## src/rtl/pipe_stage_reg.sv

```systemverilog
// pipe_stage_reg: pipeline register with valid/stall/flush and exception merge; PIPE_FLUSH_KEEP_PC_EN keeps PC/BD on flush
module pipe_stage_reg #(
  parameter int PAYLOAD_W = 64,
  parameter int EXC_W = 5,
  parameter int EXC_NONE = 31,
  parameter logic [31:0] PC_RESET = 32'h0000_3000
) (
  input  logic                 clk,
  input  logic                 reset,
  input  logic                 stall,
  input  logic                 flush,
  input  logic                 valid_in,
  input  logic [31:0]          pc_in,
  input  logic [31:0]          instr_in,
  input  logic [PAYLOAD_W-1:0] data_in,
  input  logic                 we_in,
  input  logic [EXC_W-1:0]     exc_code_in,
  input  logic [EXC_W-1:0]     exc_local,
  input  logic                 bd_in,
  output logic                 valid_out,
  output logic [31:0]          pc_out,
  output logic [31:0]          instr_out,
  output logic [PAYLOAD_W-1:0] data_out,
  output logic                 we_out,
  output logic [EXC_W-1:0]     exc_code_out,
  output logic                 bd_out,
  output logic                 exc_pending
);
  localparam logic [EXC_W-1:0] NONE = EXC_W'(EXC_NONE);
  logic                 valid_d, we_d, bd_d;
  logic [31:0]          pc_d, instr_d;
  logic [PAYLOAD_W-1:0] data_d;
  logic [EXC_W-1:0]     exc_d, merged_exc;
  assign merged_exc  = (exc_code_in != NONE) ? exc_code_in : exc_local;
  assign exc_pending = valid_out && (exc_code_out != NONE);
  always_comb begin
    valid_d = valid_out;
    pc_d    = pc_out;
    instr_d = instr_out;
    data_d  = data_out;
    we_d    = we_out;
    exc_d   = exc_code_out;
    bd_d    = bd_out;
    if (flush) begin
      valid_d = 1'b0;
      instr_d = '0;
      data_d  = '0;
      we_d    = 1'b0;
      exc_d   = NONE;
`ifdef PIPE_FLUSH_KEEP_PC_EN
      pc_d    = stall ? pc_out : pc_in;
      bd_d    = stall ? bd_out : bd_in;
`else
      pc_d    = PC_RESET;
      bd_d    = 1'b0;
`endif
    end else if (!stall) begin
      valid_d = valid_in;
      pc_d    = pc_in;
      bd_d    = bd_in;
      instr_d = valid_in ? instr_in : '0;
      data_d  = valid_in ? data_in : '0;
      we_d    = valid_in && we_in && (merged_exc == NONE);
      exc_d   = valid_in ? merged_exc : NONE;
    end
  end
  always_ff @(posedge clk or negedge reset) begin
    if (!reset) begin
      valid_out    <= 1'b0;
      pc_out       <= PC_RESET;
      instr_out    <= '0;
      data_out     <= '0;
      we_out       <= 1'b0;
      exc_code_out <= NONE;
      bd_out       <= 1'b0;
    end else begin
      valid_out    <= valid_d;
      pc_out       <= pc_d;
      instr_out    <= instr_d;
      data_out     <= data_d;
      we_out       <= we_d;
      exc_code_out <= exc_d;
      bd_out       <= bd_d;
    end
  end
endmodule
```

## config.mk

```make
export PLATFORM = sky130hd
export DESIGN_NAME = pipe_stage_reg
export DESIGN_NICKNAME = d
export VERILOG_FILES = /design/src/rtl/pipe_stage_reg.sv
export SDC_FILE = /design/constraint.sdc
export NUM_CORES = 1
export LEC_CHECK = 0
export ABC_AREA = 0
export CORE_ASPECT_RATIO = 1.5
export CORE_MARGIN = 2
export CORE_UTILIZATION = 35
export CTS_CLUSTER_SIZE = 25
export DETAILED_ROUTE_END_ITERATION = 10
export PLACE_DENSITY = 0.77
export RECOVER_POWER = 100
export SLEW_MARGIN = 10
export SYNTH_ARGS = -nofsm -noshare
export SYNTH_HDL_FRONTEND = slang
export SYNTH_SLANG_ARGS = --single-unit
```

## constraint.sdc

```tcl
create_clock -name clk -period 0.92 [get_ports clk]
set_clock_uncertainty 0.1 [all_clocks]
set_input_delay 0.138 -clock clk [delete_from_list [all_inputs] [get_ports clk]]
set_output_delay 0.138 -clock clk [all_outputs]
set_load 0.01 [all_outputs]
```

==> results of run 1 <==
synthesized netlist by cell type:
library cell,instances,area share
mux2i_1,31,0.060
o22a_1,1,0.0017
nor3b_2,1,0.0024
o32a_1,1,0.0020
a31oi_1,2,0.0024
dfstp_2,7,0.036
buf_6,5,0.011
or3b_2,2,0.0034
buf_1,2,0.0015
nand2_1,2,0.0015
nand3b_1,1,0.0015
a211o_1,2,0.0034
nor2b_1,4,0.0049
nand4_1,3,0.0037
and4_1,1,0.0017
o21a_1,1,0.0015
dfrtp_1,129,0.63
a21oi_1,5,0.0049
a21o_1,1,0.0015
nand2b_1,2,0.0024
buf_2,16,0.016
clkbuf_1,2,0.0015
a22o_1,97,0.17
buf_4,6,0.0088
nor2_1,32,0.023
o21ai_0,1,0.00097
nor3b_1,2,0.0029
inv_1,4,0.0029
nand3_1,2,0.0020
layer usage:
| metal | share of wire | track usage | vias to the layer above | routed length, µm |
|---|---|---|---|---|
| met3 | 0.068 | 0.0550 | 49 | 1170 |
| met2 | 0.54 | 0.393 | 236 | 9360 |
| met1 | 0.36 | 0.236 | 2243 | 6160 |
| met4 | 0.035 | 0.0984 | 0 | 604 |
| met5 | 0 | 0 | - | 0 |
| li1 | - | - | 2081 | - |
repair_timing:
action,4_1_cts,5_1_grt
cloned,4,0
setup buffers,32,30
gates resized for setup,604,45
hold buffers,1,0
setup endpoints to repair,252,186
hold endpoints to repair,136,0
pin swaps,15,21
registers in the layout (all words and copies together) (netlist names):
register / count
bd_out: 1
data_out: 64
exc_code_out: 5
instr_out: 32
pc_out: 32
valid_out: 1
we_out: 1
cells by family after synthesis:
family                 after synthesis  synth area share
flip-flops                         136             0.665
AND/OR/NAND/NOR                     52            0.0497
buffers and inverters               35            0.0412
AO/OA/AOI/OAI                      111             0.184
multiplexers                        31            0.0605
power breakdown:
group | switching, mW | internal, mW
clock | 2.52 | 4.39
combinational | 0.879 | 1.34
sequential | 0.175 | 6.25
total | 3.57 | 12.0
area by class of cell:
type                            count  area, µm²  share of cell area
Multi-Input combinational cell    194       1570               0.170
Tap cell                          196        245              0.0266
Clock buffer                       20        457              0.0495
Antenna cell                        1       2.50            0.000271
Inverter                            4       15.0             0.00163
Timing Repair Buffer              378       3380               0.366
Clock inverter                     11        149              0.0161
Sequential cell                   136       3410               0.370
placed cells by master, fill, tap and decap left out, types with 2 or more instances in the layout:
cell type,instances
dfstp_2,5
buf_2,96
clkinv_2,2
clkbuf_8,2
mux2i_1,29
buf_4,54
a21oi_1,2
clkinvlp_4,3
nand2_1,2
dfstp_1,2
bufbuf_16,2
mux2i_2,2
clkbuf_4,3
nand4_1,3
nor2_1,32
dfrtp_1,129
or3b_2,2
clkinv_4,3
a21oi_2,3
nand3_2,2
buf_12,6
clkdlybuf4s50_1,140
nand2b_4,2
clkbuf_16,17
a22o_1,97
inv_1,3
buf_6,74
a211o_1,2
bufinv_16,3
nor3b_1,2
nor2b_1,3
worst max-delay path by stage:
stage,to,cells after the start,slack (ns),from
3_3_place_gp,instr_out[0],5,-0.69,flush
4_1_cts,exc_pending,3,-0.68,exc_code_out[0]
5_1_grt,exc_pending,3,-0.69,exc_code_out[0]
2_1_floorplan,instr_out[22],6,-0.22,stall
3_5_place_dp,data_out[52],5,-0.74,flush
6_report,exc_pending,3,-0.65,exc_code_out[0]
tightest hold or removal path: stages:
cell	delay (ns)
buf_2	0.13
buf_4	0.21
nor2_1	0.10
==> metrics list, run 1 <==
* Status: finished, violations left
* Violated checks: negative setup slack
- Max_slew headroom: 0.693
- FF+latch count, synth: 136
- Port Buf Inserts: 281
* Setup slack at placement: -0.735 ns
- Once routing completed, OpenROAD measured the worst setup slack at -0.653 ns.
- Global routing finished with a remaining overflow of 0.
* Period Utilization, post-route: 1.71
* Unrepaired setup endpoints after global routing: true
- Peak VDD IR: 1020 µV
* Post-Synthesis Cells: 365
- Post-layout total power: 15.5 mW
- Synthesized net count: 510
- The initial antenna violation count came to 1.
* Post-detailed-routing wire length: 17,300 µm
* Die ar.: 15,700 µm²
* Number of failing setup endpoints in the final timing report: 195
- Counting both buffers and inverters, the worst setup path holds a total of 1.
* Die width: 103 µm
- Number of design-rule violations left by the first detailed-router iteration: 100
- Distinct cell type count after synthesis: 29
- In this run the cell area measured after placement is 8450 µm².
- Clock latency on the worst-skew pair, taken at its later pin, is 0.41 ns.
- Element type at the critical path end: output port
* Achievable Freq: 0.636 GHz
* Remaining antenna violation count: 0
- Number of design rule violations left after detail routing: 0
- The worst hold path begins at flush.
* Data arrival, critical path: 1.33 ns
* Post-layout util: 0.638
- Final-report max-slew violation count: 0
- Reg2reg path depth: 6
* End of the worst register-to-register path: exc_code_out[2]
* Cell class contributing the biggest share of worst-path delay: flip-flops
- Final non-filler cell area: 9230 µm²
- Synthesized area per cell: 14.1 µm²
- Filler-free cell count of the finished design: 940
- The share of the Yosys chip area taken by registers is 0.665.
- Routed length per instance: 18.4 µm
- Worst-path maximum fanout: 2
- Adding up every negative setup slack in the final design gives -38.95 ns.
* Synth-to-layout area growth: 79.8%
- Counting the buffers created by CTS gives 17.
* Cell Area, Synth: 5130 µm²
- Number of fill cells: 1,157
- The HPWL after detailed placement is 11,700 µm.
- Slowest stage cell on the critical path: dfstp_2
- Vias in the first global route: 5,149
- The cell sitting at the root of the clock tree is a clkbuf_16.
- Number of nets in the layout: 876
* Layout cell share with drive strength beyond 1: 0.386
- Core area: 14,500 µm²
- Crit path launch type: flop
* DP Cell Count: 860
- I/O pin count: 282
* Launching point of the worst reg2reg path: exc_code_out[2]
- Total number of placement rows: 54
- Max-cap violations in this run came to 0.
- Worst Hold Class: in2reg
- The H-tree was split into 4 levels.
* DR vias/cell: 4.90
* TritonCTS clock tree: done
- Entering global routing, the biggest net connects 34 pins.
- Drt first pass iters: 4
- Maximum root-to-sink buffer count: 2
* Via count of the routed design: 4,609
- Global-route wire length before repair: 26,200 µm
- The count of final hold-check violations was 0.
* Required time reported for the critical path endpoint: 0.68 ns
- Clock period minus worst slack: 1.57 ns
- Traced cell by cell, the critical path runs through nand3_2 -> o21a_1 -> buf_6.
- The worst hold path terminates at pc_out[11].
- Final weighted congestion of routability-driven global placement: 0.867
* Starting density of the core: 0.355
* Final hold slack: 0.118 ns
- Yosys warns: 0
* Register-to-register path setup slack: -0.38 ns
- WS Path Type: reg2out
- For this run, the total global-route usage over all layers was measured as 0.219.
- Cell Pwr Density: 1680 nW/µm²
- Register clock-pin slew on the reported worst setup and hold paths: 0.06 ns
- Slew at the pin closest to its max-slew limit: 0.461 ns
* Clk sinks: 136
- Slowest cell delay on critical path: 0.54 ns
- Vertical extent of the die: 152 µm
- Counting instances, the worst hold path has a depth of 3.
* Pleak: 4.72 nW
No activity file was read; power rests on OpenSTA's default activity.
==> inputs of run 2 (changes only) <==
--- a/config.mk
+++ b/config.mk
@@ -6,7 +6,7 @@
 export NUM_CORES = 1
 export LEC_CHECK = 0
 export ABC_AREA = 0
-export CORE_ASPECT_RATIO = 1.5
+export CORE_ASPECT_RATIO = 2
 export CORE_MARGIN = 2
 export CORE_UTILIZATION = 35
 export CTS_CLUSTER_SIZE = 25
==> metrics list, run 2 (synthesized netlist as in run 1, its figures left out) <==
* Status: finished, violations left (unchanged)
- Violated checks: negative setup slack (unchanged)
* Final-report max-slew violation count: 0 (unchanged)
* Slew at the pin closest to its max-slew limit: 0.619 ns (was 0.461 ns)
* Worst-path cell chain: nand3_2 -> o21a_1 -> buf_2 (was nand3_2 -> o21a_1 -> buf_6)
* Setup slack at placement: -0.728 ns (was -0.735 ns)
- The row count is 62 (was 54).
* Layout cell share with drive strength beyond 1: 0.391 (was 0.386)
- Synth-to-layout area growth: 86.5% (was 79.8%)
- Element type at the critical path end: output port (unchanged)
- Clock period minus worst slack: 1.62 ns (was 1.57 ns)
* I/O pin count: 282 (unchanged)
- The top achievable clock speed was 0.616 GHz (was 0.636 GHz).
- The leakage power total came to 4.85 nW (was 4.72 nW).
- Cell class contributing the biggest share of worst-path delay: flip-flops (unchanged)
- The count of final hold-check violations was 0 (unchanged).
- The post-detailed-route DRC marker count was 0 (unchanged).
- The count of fill cells added during filler insertion was 1,026 (was 1,157).
* Vias in the first global route: 5,029 (was 5,149)
* Peak VDD IR: 1190 µV (was 1020 µV)
* Number of antenna diodes: 0 (was 1)
* Die ar.: 15,700 µm² (about the same)
* Slowest cell delay on critical path: 0.55 ns (was 0.54 ns)
- The post-route clock period utilization was 1.77 (was 1.71).
* HPWL after detailed placement: 11,700 µm (about the same)
- The type of the most critical hold path was in2reg (unchanged).
- The area of the core region came to 14,400 µm² (was 14,500 µm²).
- Flip-flop count of the largest register, all copies and words added: 64 (unchanged)
- The number of buffers created by CTS was 17 (unchanged).
- The die height is 175 µm (was 152 µm).
- The data required time of the worst path was 0.68 ns (about the same).
* Number of design-rule violations left by the first detailed-router iteration: 212 (was 100)
- Max Cap Viol: 0 (unchanged)
* Worst path buffer plus inverter count: 1 (unchanged)
- The final routed wirelength across all metal layers came to 18,800 µm (was 17,300 µm).
* Number of failing setup endpoints in the final timing report: 296 (was 195)
- The number of nets in the layout came to 883 (was 876).
- The total number of vias came to 4,733 (was 4,609).
- The number of nets with antenna violations after routing was 0 (unchanged).
- The overall power consumption came to 16.4 mW (was 15.5 mW).
- Registers with the most flip-flops: data_out (64), instr_out (32), pc_out (32) (unchanged).
* H-tree level count: 4 (unchanged)
* Most common cell after layout, fill and taps aside: clkdlybuf4s50_1 (unchanged)
- The worst relative slew slack was 0.587 (was 0.693).
* Final non-filler cell area: 9570 µm² (was 9230 µm²)
- Register clock-pin slew on the reported worst setup and hold paths: 0.06 ns (about the same)
- WS Path Type: reg2out (unchanged)
- The initial core utilization came to 0.358 (was 0.355).
* Flip-flop and latch area: 3410 µm² (unchanged)
- DR vias/cell: 5.02 (was 4.90)
* Aggregate global-route resource usage: 0.229 (was 0.219)
* Data arrival, critical path: 1.39 ns (was 1.33 ns)
- The residual overflow from global routing came to 0 (unchanged).
- The root buffer cell was clkbuf_16 (unchanged).
- Most flops, register: data_out (unchanged)
- The area occupied by multi-input gates is 1570 µm² (about the same).
* Routed length per instance: 20.0 µm (was 18.4 µm)
- The number of iterations in the first detailed-routing pass is 4 (unchanged).
* Source-to-sink clock delay at the later pin of the worst-skew pair: 0.41 ns (about the same)
- Commonest cells after routing, fill and taps aside: 140 x clkdlybuf4s50_1, 129 x dfrtp_1, 97 x a22o_1 (unchanged).
- The worst path setup slack after routing is -0.704 ns (was -0.653 ns).
- Cell Pwr Density: 1720 nW/µm² (was 1680 nW/µm²)
* Final hold slack: 0.165 ns (was 0.118 ns)
* Slowest stage cell on the critical path: dfstp_2 (unchanged)
- The nature of the critical path startpoint is a flop (unchanged).
- Instance area at placement: 8430 µm² (was 8450 µm²)
* Number of antenna violations at the first check in global routing: 0 (was 1)
- Clk sinks: 136 (unchanged)
- Port Buf Inserts: 281 (unchanged)
- The die width came to 89.6 µm (was 103 µm).
- TritonCTS clock tree: done (unchanged)
- Unrepaired setup endpoints after global routing: true (unchanged)
* Maximum number of pins on one net before global-route repair: 38 (was 34)
- The global-route wire length before repair is 26,600 µm (was 26,200 µm).
- Worst-path maximum fanout: 2 (unchanged)
* Maximum root-to-sink buffer count: 2 (unchanged)
- The routability congestion estimate from global placement came to 0.925 (was 0.867).
## run 2: path summary, 6_finish.rpt
check | from | to | slack (ns) | depth (start not counted)
hold reg to reg | data_out[22] | data_out[22] | 0.41 | 1
setup reg to reg | exc_code_out[0] | exc_code_out[0] | -0.36 | 5
setup / recovery | exc_code_out[2] | exc_pending | -0.70 | 3
min in group asynchronous | reset | pc_out[25] | 0.18 | 2
hold / removal | flush | exc_code_out[2] | 0.17 | 5
max in group asynchronous | reset | data_out[17] | -0.09 | 3
## run 2: routing by layer
layer  up-vias  wire length [µm]  GRT usage
li1       2098                 -          -
met1      2309              6500      0.246
met2       275             10400      0.410
met3        51              1220     0.0555
met4         0               714     0.0983
met5         -                 0          0
## run 2: layout make-up
type	count	share of cell area
repair buffers	385	0.384
flip-flops and latches	136	0.356
multi-input cells	194	0.164
clock buffers	21	0.0491
well taps	192	0.0251
clock inverters	11	0.0203
inverters	4	0.00183
## run 2: per-stage QoR
step           TNS [ns]  instances  utilization
3_3_place_gp    -112.76        849        0.588
3_5_place_dp    -112.83        849        0.588
4_1_cts          -41.05        919        0.641
6_report         -46.41        943        0.667
5_1_grt          -68.99        943        0.667
2_1_floorplan    -20.50        365            -
## run 2: power by group
group          total [mW]  internal (mW)  switching, mW
clock network        7.61           5.03           2.57
logic                2.40           1.46          0.940
registers            6.43           6.25          0.181
total                16.4           12.7           3.69
## run 2: repair_timing
item,CTS,global route
buffers inserted,34,37
hold buffers,1,0
setup endpoints to repair,242,218
cloned,9,2
resized for setup,615,57
pin swaps,11,24
hold endpoints to repair,136,0
## run 2: worst reg2reg max path, stage by stage (launching register included)
cell	delay [ns]
dfstp_2	0.54
buf_4	0.10
buf_6	0.09
nand2b_1	0.09
a21oi_1	0.08
a31oi_1	0.20
